--- src/rtl/encoder8_3_drain_pkg.sv ---
// Shared types and constants for the 8-to-3 draining encoder.
// Build option: ENC_LSB_FIRST_EN selects lowest-set-bit-first draining.
package enc_pkg;

    localparam int N      = 8;
    localparam int CODE_W = $clog2(N);

    typedef enum logic {
        IDLE,
        DRAIN
    } enc_state_t;

    typedef logic [N-1:0]      req_t;
    typedef logic [CODE_W-1:0] code_t;

endpackage

--- src/rtl/encoder8_3_drain_if.sv ---
// Request/code handshake bundle for the draining encoder.
// master drives requests and ready; slave is the encoder itself.
interface encoder8_3_drain_if;
    import enc_pkg::*;

    req_t  d;
    logic  load;
    code_t code;
    logic  out_valid;
    logic  out_ready;
    logic  busy;
    logic  done;
    logic  zero;

    modport master (
        output d, load, out_ready,
        input  code, out_valid, busy, done, zero
    );

    modport slave (
        input  d, load, out_ready,
        output code, out_valid, busy, done, zero
    );

endinterface

--- src/rtl/encoder8_3_drain_prio_enc8.sv ---
// Combinational 8-bit priority encoder with any-bit flag.
// Build option: ENC_LSB_FIRST_EN makes the lowest set bit win.
module prio_enc8
    import enc_pkg::*;
(
    input  req_t  req,
    output code_t code,
    output logic  any
);

    // Later loop iterations override earlier ones, so the last hit wins.
    always_comb begin
        code = '0;
        any  = |req;
`ifdef ENC_LSB_FIRST_EN
        for (int i = N - 1; i >= 0; i--) begin
            if (req[i]) code = code_t'(i);
        end
`else
        for (int i = 0; i < N; i++) begin
            if (req[i]) code = code_t'(i);
        end
`endif
    end

endmodule

--- src/rtl/encoder8_3_drain.sv ---
// Captures an 8-bit request vector and drains it one code per handshake.
// Build option: ENC_LSB_FIRST_EN reverses drain order (lowest bit first).
module encoder8_3_drain
    import enc_pkg::*;
(
    input logic               clk,
    input logic               reset_n,
    encoder8_3_drain_if.slave bus
);

    enc_state_t state;
    enc_state_t state_nxt;
    req_t       pending;
    req_t       pending_nxt;
    logic       done_q;
    logic       done_nxt;
    logic       zero_q;
    logic       zero_nxt;
    code_t      sel;
    logic       sel_any;
    req_t       sel_mask;
    logic       valid;
    logic       fire;

    prio_enc8 u_prio (
        .req  (pending),
        .code (sel),
        .any  (sel_any)
    );

    assign sel_mask = req_t'(1) << sel;
    assign valid    = (state == DRAIN) && sel_any;
    assign fire     = valid && bus.out_ready;

    // Next-state, pending update and pulse generation.
    always_comb begin
        state_nxt   = state;
        pending_nxt = pending;
        done_nxt    = 1'b0;
        zero_nxt    = 1'b0;
        unique case (state)
            IDLE: begin
                if (bus.load) begin
                    if (bus.d != '0) begin
                        pending_nxt = bus.d;
                        state_nxt   = DRAIN;
                    end else begin
                        zero_nxt = 1'b1;
                    end
                end
            end
            DRAIN: begin
                if (fire) begin
                    pending_nxt = pending & ~sel_mask;
                    if (pending_nxt == '0) begin
                        state_nxt = IDLE;
                        done_nxt  = 1'b1;
                    end
                end
            end
            default: begin
                state_nxt = IDLE;
            end
        endcase
    end

    // State, pending vector and one-cycle pulse registers.
    always_ff @(posedge clk or negedge reset_n) begin
        if (!reset_n) begin
            state   <= IDLE;
            pending <= '0;
            done_q  <= 1'b0;
            zero_q  <= 1'b0;
        end else begin
            state   <= state_nxt;
            pending <= pending_nxt;
            done_q  <= done_nxt;
            zero_q  <= zero_nxt;
        end
    end

    assign bus.out_valid = valid;
    assign bus.code      = valid ? sel : '0;
    assign bus.busy      = (state == DRAIN);
    assign bus.done      = done_q;
    assign bus.zero      = zero_q;

endmodule

--- src/flat_wrapper.sv ---
// flat-port wrapper written by rule: the top's interface ports become plain ports
module encoder8_3_drain_flat import enc_pkg::*;
  (clk, reset_n, bus_d, bus_load, bus_out_ready, bus_code, bus_out_valid, bus_busy, bus_done, bus_zero);
  encoder8_3_drain_if bus_i ();
  input logic clk;
  input logic reset_n;
  input wire logic [$bits(bus_i.d)-1:0] bus_d;
  input wire logic [$bits(bus_i.load)-1:0] bus_load;
  input wire logic [$bits(bus_i.out_ready)-1:0] bus_out_ready;
  output wire logic [$bits(bus_i.code)-1:0] bus_code;
  output wire logic [$bits(bus_i.out_valid)-1:0] bus_out_valid;
  output wire logic [$bits(bus_i.busy)-1:0] bus_busy;
  output wire logic [$bits(bus_i.done)-1:0] bus_done;
  output wire logic [$bits(bus_i.zero)-1:0] bus_zero;
  assign bus_i.d = bus_d;
  assign bus_i.load = bus_load;
  assign bus_i.out_ready = bus_out_ready;
  assign bus_code = bus_i.code;
  assign bus_out_valid = bus_i.out_valid;
  assign bus_busy = bus_i.busy;
  assign bus_done = bus_i.done;
  assign bus_zero = bus_i.zero;
  encoder8_3_drain u_core (.clk(clk), .reset_n(reset_n), .bus(bus_i));
endmodule
--- config.mk ---
export PLATFORM = sky130hd
export DESIGN_NAME = encoder8_3_drain_flat
export DESIGN_NICKNAME = d
export VERILOG_FILES = /design/src/rtl/encoder8_3_drain_pkg.sv /design/src/rtl/encoder8_3_drain_if.sv /design/src/rtl/encoder8_3_drain_prio_enc8.sv /design/src/rtl/encoder8_3_drain.sv /design/src/flat_wrapper.sv
export SDC_FILE = /design/constraint.sdc
export NUM_CORES = 1
export LEC_CHECK = 0
export ABC_AREA = 1
export CAP_MARGIN = 20
export CORE_AREA = 2 2 43 45
export DETAILED_ROUTE_END_ITERATION = 10
export DIE_AREA = 0 0 45 47
export MAX_ROUTING_LAYER = met4
export PLACE_DENSITY = 0.75
export SYNTH_ARGS = -nofsm -noshare
export SYNTH_HDL_FRONTEND = slang
export SYNTH_SLANG_ARGS = --single-unit
--- constraint.sdc ---
create_clock -name clk -period 1.55 [get_ports clk]
set_input_delay 0.155 -clock clk [delete_from_list [all_inputs] [get_ports clk]]
set_output_delay 0.155 -clock clk [all_outputs]
set_load 0.02 [all_outputs]
==> flow_summary.ini <==
[logic_synthesis]
avgSynthCellArea_sq_um = 7.13
synth-adder-area-share = 0
synth_top_family_by_area = simple AND/OR/NAND/NOR gates
synth_common_cells = nand2_1 (29), nor2_1 (15), dfrtp_1 (11), inv_1 (11), a21oi_1 (8)
yosysMostFrequentCell = nand2_1
yosys_register_bits = 11
yosysSeqAreaShare = 0.368
synth_largest_area_cell = dfrtp_1
yosysTopAreaCellShare = 0.368
async_flop_share = 1.00
synth_nets = 117
synth_compound_area_frac = 0.159
yosys_warnings = 0
synth_ff_type = dfrtp_1
synth_area_sq_um = 748
synth_edf_count = 0
synth_area_leaders = dfrtp_1 (37%), nand2_1 (15%), nor2_1 (7.5%)
yosys.area_share.simple = 0.368
synth_xor_area_frac = 0
syn_inst = 105
yosysUniqueCellTypes = 23
synth_mux_area_frac = 0.0134

[route]
drt-total-wl_microns = 2190
vias = 845
drc_errors = 0
routedWlPerCell_microns = 13.2
dr.first_iter.drc_count = 20
dr.pass1.iters = 4
via_per_inst = 5.09
postRouteAntennaNets = 0

[layout]
finish.utilization = 0.728
area_delta_synth_final_pct = 60.7
drive_gt1_frac = 0.396
finalNetCount = 162
antennaDiodeCount = 0

[grt]
grt_max_degree = 15
grt_first_pass_wirelength_microns = 3390
gr-total-overflow = 0
grtUsageTotal = 0.233
grt_pass1_vias = 807
antenna_found_initial = 0

[power]
p_per_area_mw_per_mm2 = 2320
ir_worst_vdd_mv = 1.24
power.leakage_nw = 0.584
p_total_mw = 2.79

[die]
rows = 15
ios = 19
die_w_microns = 45
start_util = 0.453
fp.dieH_microns = 47
dieArea_sq_mm = 0.00212
core_sq_mm = 0.00165

[cts]
path_clk_slew_ns = 0.07
numCtsBuffers = 3
cts_tree = built
cts.sinks = 11
clockBufferDepth = 2
insertion_delay_ns = 0.28
cts_max_level = 1
root_buffer = clkbuf_4

[sta]
setup_violations = 1
setup_slack_ns = -0.00808
finalCriticalPeriod_ns = 1.56
fin_hold_ws_ns = 0.220
max_freq_ghz = 0.642
min_period_over_period = 1.01
fin_skew_ns = 0.000741
slew_violations = 0
rsz0062_at_grt = true
max_slew_margin = 0.645
finalHoldViolCount = 0
worst_pin_slew_ns = 0.531

[run_status]
violations = negative setup slack
status = finished with violations

[critical_path]
crit_type = reg -> out
end_kind = primary output
r2r-start = u_core.pending[4]$_DFFE_PN0P_
startpoint_type = flop
r2r_cells = 11
cp.required_ns = 1.39
arrival_ns = 1.40
crit_path_max_fanout = 4
r2r_slack_ns = 0.02
r2r-end = u_core.bus.busy$_DFF_PN0_

[place]
port_buffers = 18
dpl.hpwl_microns = 1550
place_congestion = 0.828
post-place-ws_ns = -0.172

[run]
maxCapViolations = 0

[min_path]
hold_class = in -> async
## kinds of logic after synthesis
logic type	count (synthesis)
simple gates	60
flops	11
compound gates	18
mux	1
buf+inv	15
## cell usage in the layout (no fill, tap or decap)
| master | synthesis | final |
|---|---|---|
| nor2_1 | 15 | 11 |
| o211ai_1 | 2 | 2 |
| nor3_1 | 1 | 1 |
| nand2_8 | 0 | 1 |
| a21oi_1 | 8 | 4 |
| buf_4 | 0 | 24 |
| mux2i_1 | 1 | 1 |
| a31oi_1 | 1 | 1 |
| clkbuf_4 | 0 | 3 |
| nand2_2 | 3 | 7 |
| buf_6 | 0 | 4 |
| nor2_4 | 1 | 1 |
| nand4_1 | 1 | 1 |
| o2111ai_1 | 1 | 1 |
| nand2_4 | 2 | 2 |
| inv_2 | 1 | 1 |
| clkdlybuf4s50_1 | 0 | 13 |
| nand3_1 | 6 | 6 |
| clkbuf_1 | 0 | 1 |
| nand2_1 | 29 | 24 |
| o21ai_0 | 1 | 1 |
| o21ai_2 | 5 | 5 |
| inv_1 | 11 | 11 |
| dfrtp_1 | 11 | 11 |
| clkinvlp_4 | 0 | 1 |
| a21oi_2 | 0 | 4 |
| nor2_2 | 1 | 5 |
| dlygate4sd2_1 | 0 | 1 |
| nand3_4 | 0 | 1 |
## routing by layer
metal,share of wire,vias up,global-route usage
met5,0,-,-
met4,0.017,0,0.0882
met3,0.041,6,0.0346
met2,0.54,22,0.394
met1,0.40,389,0.279
li1,-,428,-
## power breakdown
part	internal, mW	switching, mW	total [mW]
Clock	0.100	0.108	0.208
Sequential	0.404	0.0764	0.480
Combinational	0.950	1.15	2.10
Total	1.45	1.34	2.79
## cell type report
| cell class | count | area, sq um |
|---|---|---|
| Multi-Input combinational cell | 79 | 463 |
| Timing Repair Buffer | 42 | 364 |
| Tap cell | 17 | 21.3 |
| Clock buffer | 4 | 26.3 |
| Fill cell | 136 | 449 |
| Inverter | 13 | 52.6 |
| Sequential cell | 11 | 275 |
## state kept, by name (all words and copies together) (netlist names)
name             count
u_core.pending       8
u_core.bus.zero      1
u_core.bus.busy      1
u_core.bus.done      1
## worst max path at each step
stage / startpoint / endpoint / slack (ns)
2_1_floorplan: u_core.bus.busy$_DFF_PN0_ / u_core.pending[3]$_DFFE_PN0P_ / 0.15
3_3_place_gp: u_core.pending[4]$_DFFE_PN0P_ / bus_code[0] / -0.10
3_5_place_dp: u_core.pending[4]$_DFFE_PN0P_ / bus_code[0] / -0.17
4_1_cts: u_core.pending[4]$_DFFE_PN0P_ / bus_code[0] / 0.009
5_1_grt: u_core.pending[4]$_DFFE_PN0P_ / u_core.bus.busy$_DFF_PN0_ / -0.11
6_report: u_core.pending[4]$_DFFE_PN0P_ / bus_code[0] / -0.008
## critical path, cell delays in order, from the launching register on
cell and delay (ns):
dfrtp_1 0.39, nor2_2 0.15, nand2_2 0.10, nor2_4 0.11, nand2_2 0.09, nand2_4 0.10, a21oi_2 0.04, buf_4 0.15
## through the flow
step | instances | setup TNS [ns] | instance area (sq um)
global route | 166 | -0.527 | 1200
global placement | 157 | -0.383 | 1070
finish | 166 | -0.00808 | 1200
detailed placement | 157 | -0.655 | 1070
CTS | 163 | 0 | 1100
floorplan | 105 | 0 | 748
## what timing repair did
item / CTS / global route
hold buffers: 0 / 0
setup endpoints to repair: 7 / 12
pin swaps: 2 / 7
resized for setup: 21 / 21
buffers inserted: 2 / 3
hold endpoints to repair: 0 / 0
(Power assumes the default switching activity.)
